--- src/rtl/fp32_multiplier.sv ---
// rtl/fp32_multiplier.sv - multi-cycle FP32 multiplier, shift-add mantissa loop (optional ROUND_NEAREST_EN)
module fp32_multiplier #(
    parameter int BITS_PER_CYCLE = 1
) (
    input  logic        clk,
    input  logic        reset,
    input  logic [31:0] A,
    input  logic [31:0] B,
    input  logic        En,
    output logic [31:0] Result,
    output logic        Ready,
    output logic        NaN,
    output logic        Busy
);

    localparam int         ITER     = 24 / BITS_PER_CYCLE;
    localparam logic [4:0] LAST_CNT = 5'(ITER - 1);

    typedef enum logic [2:0] {
        S_IDLE,
        S_UNPACK,
        S_MULT,
        S_NORM,
        S_PACK,
        S_DONE
    } state_t;

    state_t             r_state;
    logic [31:0]        r_a;
    logic [31:0]        r_b;
    logic               r_special;
    logic [31:0]        r_spec_res;
    logic               r_spec_nan;
    logic [47:0]        r_acc;
    logic [47:0]        r_ma_sh;
    logic [23:0]        r_mb;
    logic [4:0]         r_cnt;
    logic signed [9:0]  r_exp;
    logic [22:0]        r_mant;
`ifdef ROUND_NEAREST_EN
    logic               r_guard;
    logic               r_sticky;
`endif

    // Operand fields and classification of the latched operands
    logic [7:0]         w_ea;
    logic [7:0]         w_eb;
    logic [22:0]        w_fa;
    logic [22:0]        w_fb;
    logic               w_sign;
    logic               w_a_nan;
    logic               w_b_nan;
    logic               w_a_inf;
    logic               w_b_inf;
    logic               w_a_zero;
    logic               w_b_zero;
    logic [47:0]        w_partial;
    logic [22:0]        w_mant_fin;
    logic signed [9:0]  w_exp_fin;

    assign w_ea     = r_a[30:23];
    assign w_eb     = r_b[30:23];
    assign w_fa     = r_a[22:0];
    assign w_fb     = r_b[22:0];
    assign w_sign   = r_a[31] ^ r_b[31];
    assign w_a_nan  = (w_ea == 8'hFF) && (w_fa != 23'd0);
    assign w_b_nan  = (w_eb == 8'hFF) && (w_fb != 23'd0);
    assign w_a_inf  = (w_ea == 8'hFF) && (w_fa == 23'd0);
    assign w_b_inf  = (w_eb == 8'hFF) && (w_fb == 23'd0);
    // Subnormals are flushed: any zero exponent counts as zero
    assign w_a_zero = (w_ea == 8'h00);
    assign w_b_zero = (w_eb == 8'h00);

    // Partial product for the multiplier bits retired this MULT cycle
    always_comb begin
        w_partial = '0;
        for (int k = 0; k < BITS_PER_CYCLE; k++) begin
            if (r_mb[k]) begin
                w_partial = w_partial + (r_ma_sh << k);
            end
        end
    end

    // Final mantissa/exponent, with optional round-to-nearest-even
    always_comb begin
        w_mant_fin = r_mant;
        w_exp_fin  = r_exp;
`ifdef ROUND_NEAREST_EN
        if (r_guard && (r_sticky || r_mant[0])) begin
            w_mant_fin = r_mant + 23'd1;
            // All-ones mantissa wraps to zero and carries into the exponent
            if (&r_mant) begin
                w_exp_fin = r_exp + 10'sd1;
            end
        end
`endif
    end

    // Control FSM, datapath registers and registered outputs
    always_ff @(posedge clk or negedge reset) begin
        if (!reset) begin
            r_state    <= S_IDLE;
            r_a        <= '0;
            r_b        <= '0;
            r_special  <= 1'b0;
            r_spec_res <= '0;
            r_spec_nan <= 1'b0;
            r_acc      <= '0;
            r_ma_sh    <= '0;
            r_mb       <= '0;
            r_cnt      <= '0;
            r_exp      <= '0;
            r_mant     <= '0;
`ifdef ROUND_NEAREST_EN
            r_guard    <= 1'b0;
            r_sticky   <= 1'b0;
`endif
            Result     <= '0;
            Ready      <= 1'b0;
            NaN        <= 1'b0;
            Busy       <= 1'b0;
        end else begin
            case (r_state)
                S_IDLE, S_DONE: begin
                    if (En) begin
                        r_a     <= A;
                        r_b     <= B;
                        Ready   <= 1'b0;
                        Busy    <= 1'b1;
                        r_state <= S_UNPACK;
                    end
                end

                S_UNPACK: begin
                    r_special  <= 1'b1;
                    r_spec_nan <= 1'b0;
                    if (w_a_nan || w_b_nan) begin
                        r_spec_res <= 32'h7FC0_0000;
                        r_spec_nan <= 1'b1;
                        r_state    <= S_PACK;
                    end else if ((w_a_inf && w_b_zero) || (w_a_zero && w_b_inf)) begin
                        r_spec_res <= 32'h7FC0_0000;
                        r_spec_nan <= 1'b1;
                        r_state    <= S_PACK;
                    end else if (w_a_inf || w_b_inf) begin
                        r_spec_res <= {w_sign, 8'hFF, 23'd0};
                        r_state    <= S_PACK;
                    end else if (w_a_zero || w_b_zero) begin
                        r_spec_res <= {w_sign, 31'd0};
                        r_state    <= S_PACK;
                    end else begin
                        r_special <= 1'b0;
                        r_acc     <= '0;
                        r_ma_sh   <= {24'd0, 1'b1, w_fa};
                        r_mb      <= {1'b1, w_fb};
                        r_cnt     <= '0;
                        r_exp     <= 10'(w_ea) + 10'(w_eb) - 10'd127;
                        r_state   <= S_MULT;
                    end
                end

                S_MULT: begin
                    r_acc   <= r_acc + w_partial;
                    r_ma_sh <= r_ma_sh << BITS_PER_CYCLE;
                    r_mb    <= r_mb >> BITS_PER_CYCLE;
                    r_cnt   <= r_cnt + 5'd1;
                    if (r_cnt == LAST_CNT) begin
                        r_state <= S_NORM;
                    end
                end

                S_NORM: begin
                    if (r_acc[47]) begin
                        r_mant   <= r_acc[46:24];
                        r_exp    <= r_exp + 10'sd1;
`ifdef ROUND_NEAREST_EN
                        r_guard  <= r_acc[23];
                        r_sticky <= |r_acc[22:0];
`endif
                    end else begin
                        r_mant   <= r_acc[45:23];
`ifdef ROUND_NEAREST_EN
                        r_guard  <= r_acc[22];
                        r_sticky <= |r_acc[21:0];
`endif
                    end
                    r_state <= S_PACK;
                end

                S_PACK: begin
                    if (r_special) begin
                        Result <= r_spec_res;
                        NaN    <= r_spec_nan;
                    end else if (w_exp_fin >= 10'sd255) begin
                        Result <= {w_sign, 8'hFF, 23'd0};
                        NaN    <= 1'b0;
                    end else if (w_exp_fin <= 10'sd0) begin
                        Result <= {w_sign, 31'd0};
                        NaN    <= 1'b0;
                    end else begin
                        Result <= {w_sign, w_exp_fin[7:0], w_mant_fin};
                        NaN    <= 1'b0;
                    end
                    Ready   <= 1'b1;
                    Busy    <= 1'b0;
                    r_state <= S_DONE;
                end

                default: begin
                    r_state <= S_IDLE;
                end
            endcase
        end
    end

endmodule

--- config.mk ---
export PLATFORM = sky130hd
export DESIGN_NAME = fp32_multiplier
export DESIGN_NICKNAME = d
export VERILOG_FILES = /design/src/rtl/fp32_multiplier.sv
export SDC_FILE = /design/constraint.sdc
export NUM_CORES = 1
export LEC_CHECK = 0
export ABC_CLOCK_PERIOD_IN_PS = 5900
export CAP_MARGIN = 20
export CORE_AREA = 2 2 218 220
export CTS_CLUSTER_SIZE = 10
export DETAILED_ROUTE_END_ITERATION = 12
export DIE_AREA = 0 0 220 222
export GPL_TIMING_DRIVEN = 0
export SYNTH_ARGS = -nofsm -noshare
export SYNTH_HDL_FRONTEND = slang
export SYNTH_SLANG_ARGS = --single-unit
--- constraint.sdc ---
create_clock -name clk -period 5.9 [get_ports clk]
set_clock_uncertainty 0.2 [all_clocks]
set_input_delay 1.77 -clock clk [delete_from_list [all_inputs] [get_ports clk]]
set_output_delay 1.77 -clock clk [all_outputs]
set_load 0.1 [all_outputs]
# == Yosys cells after proc, flatten, opt, wreduce, memory -nomap -nowiden ==
# Cells that the tools add are included.
# word_totals
register_bits,294
elab_cells,120
in_bits,67
output_inout_bits,35
# classes
n_bitwise,1
order_cmp,2
addsub,5
muxes,53
n_eq_ne,15
n_reduce_logical,28
# ops
op,n
$mux 48,9
$pmux 48 s2,2
$mux 32,5
$mux 24,4
$mux 31,2
$mux 10,5
$add 48x48->48,1
$pmux 24 s2,1
$logic_not 23->1,2
$reduce_bool 23->1,2
$mux 23,1
$mux 5,4
$pmux 10 s2,1
$mux 3,6
$eq 8x8->1 const B,2
$logic_not 8->1,2
$pmux 3 s5,1
$ne 2x2->1 const B,7
$add 10x2->10 const B,1
$ge 10x9->1 const B,1
$le 10x1->1 const B,1
$pmux 5 s2,1
$sub 9x7->10 const B,1
$add 8x8->9,1
other kinds (17),41

# == Depth between registers and ports, before layout ==
# logic_depth
word_depth,7
ltp_mapped,14
mapped_depth_nobuf,13

# == Least setup slack after synthesis ==
# Ideal clock, no wire load.
# synth_path
path_type,reg-to-reg
startpoint,register r_mb[0]
endpoint,register r_acc[46]
synth_period_minus_slack_ps,3663
arrival_ps,3334
path_stages_with_launch,15
path_buffers,1
required_time_ps,5571
setup_time_ps,129
path_slack_ps,2237
path_cell_list,dfrtp_1 > clkbuf_1 > and2_1 > ha_1 > fa_1 > a21o_1 > a221oi_2 > a211oi_2 > nor4_4 > nor3_2 > a2111oi_4 > o31ai_2 > a221oi_2 > xor2_1 > o21ai_1
# synth_between
elab_chain_len,3
# synth_lines
item,line_no,source
from (decl),36,logic [23:0] r_mb;
from (signal assigned),155,"r_mb <= {1'b1, w_fb};"
from (signal assigned),165,r_mb <= r_mb >> BITS_PER_CYCLE;
$mux 48,78,if (r_mb[k]) begin
$add 48x48->48,163,r_acc <= r_acc + w_partial;
$pmux 48 s2,123,case (r_state)
to (signal assigned),163,
to (decl),34,logic [47:0] r_acc;
# Every way passes these cells.
# A chain may end at the register's enable or synchronous reset.

# == Final worst setup path ==
# layout_path
startpoint,register r_mb[0]
endpoint,register r_acc[47]
# The elaborated chain is that of the path after synthesis.

==> results.txt <==
----------------------------------------------------
[Clocking]
  Post-CTS Hold Fix Bufs ... 0
  Max H-tree Level ... 2
  Total clock buffers created by CTS ... 34
  Root cell of the clock tree ... sky130_fd_sc_hd__clkbuf_16
  Reg clk slew, reported paths ... roughly 0.05 ns
  Clock latency at the later pin of the worst-skew pair ... about 0.52 ns
  CTS tree ... built
  Count of clock tree sinks ... 265
  Max Root-Sink Buffers ... 3
  Number of resized instances in the post-cts repair step ... 0
  Number of buffers added for setup after CTS ... 0

[Worst setup path]
  Cell chain of the critical path ... clkbuf_1, and2_1, ha_1, a21o_1, a21oi_1, o21bai_1, o31ai_2, o311ai_1, a41oi_1, o221ai_1, a21oi_1, o221ai_1, a32oi_1
  Worst endpoint required time ... about 6 ns
  Delay of the slowest critical-path stage ... slightly below 0.9 ns
  WS Path Type ... flip-flop to flip-flop
  Worst EP arrival ... between 4 and 5 ns
  Startpoint Class ... flip-flop
  Worst setup path startpoint ... r_mb[0]$_DFFE_PN0P_
  Startpoint of the worst register-to-register path ... r_mb[0]$_DFFE_PN0P_
  Cell with the largest stage delay on the worst path ... sky130_fd_sc_hd__o311ai_1
  Kind of end point of the critical path ... flip-flop
  Critical path fanouts, max ... 10

[GRT]
  Remaining global-route overflow ... 0
  Number of antenna violations at the first check in global routing ... 0
  Largest net degree at the start of global routing ... 120
  Overall Global Routing Usage ... 0.1431
  Via count of the first global-routing pass ... about 11k
  First-pass GRT wire length ... approximately 57000 um

[Job]
  Max-cap viol count ... 0

[Route]
  Initial DRC count ... 775
  DRC ... 0
  Total wire length after detailed routing ... 34220 um
  Detail-routed via count per cell ... 5.070
  Via count ... about 11k
  Post-detailed-route wirelength per cell ... 16.22 um
  Routed Antenna Nets ... 0
  First-pass iteration count of the detailed router ... 12

[Synthesis]
  Synth area leaders ... sky130_fd_sc_hd__dfrtp_1 48%, sky130_fd_sc_hd__ha_1 5.9%, sky130_fd_sc_hd__mux2_2 5.0%, sky130_fd_sc_hd__o21ai_0 4.2%, sky130_fd_sc_hd__nand2_1 3.8%
  Count of state elements after synthesis ... between 200 and 300
  Post-Syn Nets ... 1485
  Average size of a mapped cell ... ~10 um^2
  Fraction of registers with async set or reset after synthesis ... 1.000
  Netlist cell types ... 66
  Warning count from the yosys run ... 0
  Number of standard cells after synthesis ... ~1.4k
  Mapped Area ... 13810 um^2
  Share of synthesized area occupied by flip-flops and latches ... 0.4802
  Largest area contributor in the synthesized netlist ... sky130_fd_sc_hd__dfrtp_1
  Number of synthesized flops with an enable pin ... 0
  Proportion of netlist area held by the largest area contributor ... 0.4802
  Dominant synthesized flop cell ... sky130_fd_sc_hd__dfrtp_1

[Floorplanning]
  # IOs ... slightly above 100
  Total number of placement rows ... 79
  Die X-Extent ... approximately 220 um
  Starting utilization of the core area ... 0.2985
  Die footprint ... just under 50000 um^2
  Core Area ... ~46000 um^2
  Vertical die dimension ... 222 um

[Layout]
  Post-synthesis to final-layout area growth ... 20.45%
  Layout cell share with drive strength beyond 1 ... 0.08649
  Sequential cell area in the final layout ... 6631 um^2
  Diodes inserted ... 0
  Nets@finish ... about 1.6k
  Filler Cells Inserted ... about 4.7k
  Multi-input gate area in the final layout ... roughly 6600 um^2
  Non-Filler Cell Area, Final ... around 17000 um^2

[STA]
  Final min period ... about 4.6 ns
  Slew at the pin closest to its max-slew limit ... around 1.2 ns
  Accumulated negative setup slack ... 0 ns
  Final count of pins violating max slew ... 0
  Maximum clock frequency ... 216.8 MHz
  Worst slew margin relative to its limit ... 0.2097
  Unrepaired setup endpoints after global routing ... false
  Final setup viols ... 0
  Post-route fraction of the period consumed by the critical path ... 0.7817
  Number of hold violations in the final report ... 0

[Status]
  Status ... completed

[Min path]
  Worst hold path startpoint ... r_mant[18]$_DFFE_PN0P_
  Hold Path Class ... flip-flop to flip-flop

[Place]
  DP Wirelength ... between 20000 and 30000 um
  Count of buffers from port buffering ... 101
  Total cell area at the placement stage ... ~16000 um^2
  Global placement routability congestion ... ~0.9

[Pwr]
  Max VDD drop ... 256.2 uV
  Power density relative to cell area ... roughly 490 nW/um^2
  Leak Pwr ... 0.007380 uW

----------------------------------------------------
registers in the layout (all words and copies together), names as in the netlist:
name,cells
r_acc,48
r_ma_sh,48
Result,32
r_a,32
r_b,32
r_mb,24
r_mant,23
r_exp,10
r_cnt,5
r_spec_res,3
r_state,3
Busy,1
NaN,1
Ready,1
r_spec_nan,1
r_special,1
metal layers:
metal,part of all wire,track usage,vias to the layer above
met5,0,0,-
li1,-,-,5216
met4,0.020,0.04113,0
met2,0.45,0.2244,255
met1,0.48,0.2042,5180
met3,0.043,0.02085,46
cells by family (layout without fill, tap and decap cells):
family / after synthesis / in the layout / synth area share
adder cells (fa/ha/maj): 67 / 67 / 0.06179
XOR/XNOR: 50 / 50 / 0.03171
buffers and inverters: 150 / 302 / 0.04141
multiplexers: 84 / 84 / 0.06641
AND/OR/NAND/NOR: 343 / 343 / 0.1213
flip-flops: 265 / 265 / 0.4802
AO/OA/AOI/OAI: 392 / 392 / 0.1972
stage by stage:
step	std cells	setup slack [ns]	util	total power [uW]	hold slack, ns
floorplan	1351	2.237	-	5258	0.2484
global placement	2059	-8.623	0.3368	6170	0.2616
detailed placement	2061	0.9600	0.3381	6256	0.2668
CTS	2110	1.312	0.3596	8198	0.2800
global route	2110	0.9671	0.3596	8717	0.2938
finish	2110	1.288	0.3596	8114	0.2775
final timing paths:
check                                          to  slack (ns)  cells after the start
max                         r_acc[47]$_DFFE_PN0P_        1.29                     13
min                        r_mant[18]$_DFFE_PN0P_        0.28                      2
max reg2reg                 r_acc[47]$_DFFE_PN0P_        1.29                     13
min reg2reg                r_mant[18]$_DFFE_PN0P_        0.28                      2
max in group asynchronous    r_exp[1]$_DFFE_PN0P_        3.19                      3
min in group asynchronous     r_a[19]$_DFFE_PN0P_        0.92                      1
final cells by class:
type,count,share of cell area
sequential,265,0.3987
multi-input combinational,936,0.3972
timing repair buffer,103,0.06439
clock buffer,44,0.05649
tap,607,0.04566
inverter,77,0.01738
buffer,73,0.01700
clock inverter,5,0.003235
Yosys cell counts, drive strengths merged (22+ instances only):
library cell and n:
a21o 25, a21oi 71, a222oi 45, a22o 57, and2 52, clkbuf 65
dfrtp 265, ha 65, inv 77, mux2 61, mux2i 23, nand2 140
nand3 26, nor2 50, o21ai 117, xnor2 28, xor2 22
report_power, final:
group	internal (uW)	switching (uW)
Combinational	1280	2000
Sequential	2420	514
Clock	1150	748
Total	4850	3270
cell usage in the layout (no fill, tap or decap), types with 9 or more instances in the layout:
cell,count
sky130_fd_sc_hd__dfrtp_1,265
sky130_fd_sc_hd__nand2_1,140
sky130_fd_sc_hd__o21ai_0,116
sky130_fd_sc_hd__clkdlybuf4s50_1,100
sky130_fd_sc_hd__inv_1,77
sky130_fd_sc_hd__clkbuf_1,71
sky130_fd_sc_hd__a21oi_1,71
sky130_fd_sc_hd__ha_1,65
sky130_fd_sc_hd__mux2_2,61
sky130_fd_sc_hd__a22o_1,57
sky130_fd_sc_hd__and2_1,52
sky130_fd_sc_hd__nor2_1,49
sky130_fd_sc_hd__a222oi_1,45
sky130_fd_sc_hd__clkbuf_16,35
sky130_fd_sc_hd__xnor2_1,28
sky130_fd_sc_hd__a21o_1,25
sky130_fd_sc_hd__nand3_1,25
sky130_fd_sc_hd__mux2i_1,23
sky130_fd_sc_hd__xor2_1,22
sky130_fd_sc_hd__nor4_1,16
sky130_fd_sc_hd__nand4_1,13
sky130_fd_sc_hd__a31oi_1,13
sky130_fd_sc_hd__o21bai_1,12
sky130_fd_sc_hd__nor3_1,9
critical path: cells and delay by family, from the launching register on:
kind | cells | cell delay, ns
fa+ha+maj | 1 | 0.17
compound gates | 10 | 2.88
buf+inv | 1 | 0.42
flops | 1 | 0.52
simple gates | 1 | 0.28
No activity file was read; power rests on OpenSTA's default activity.
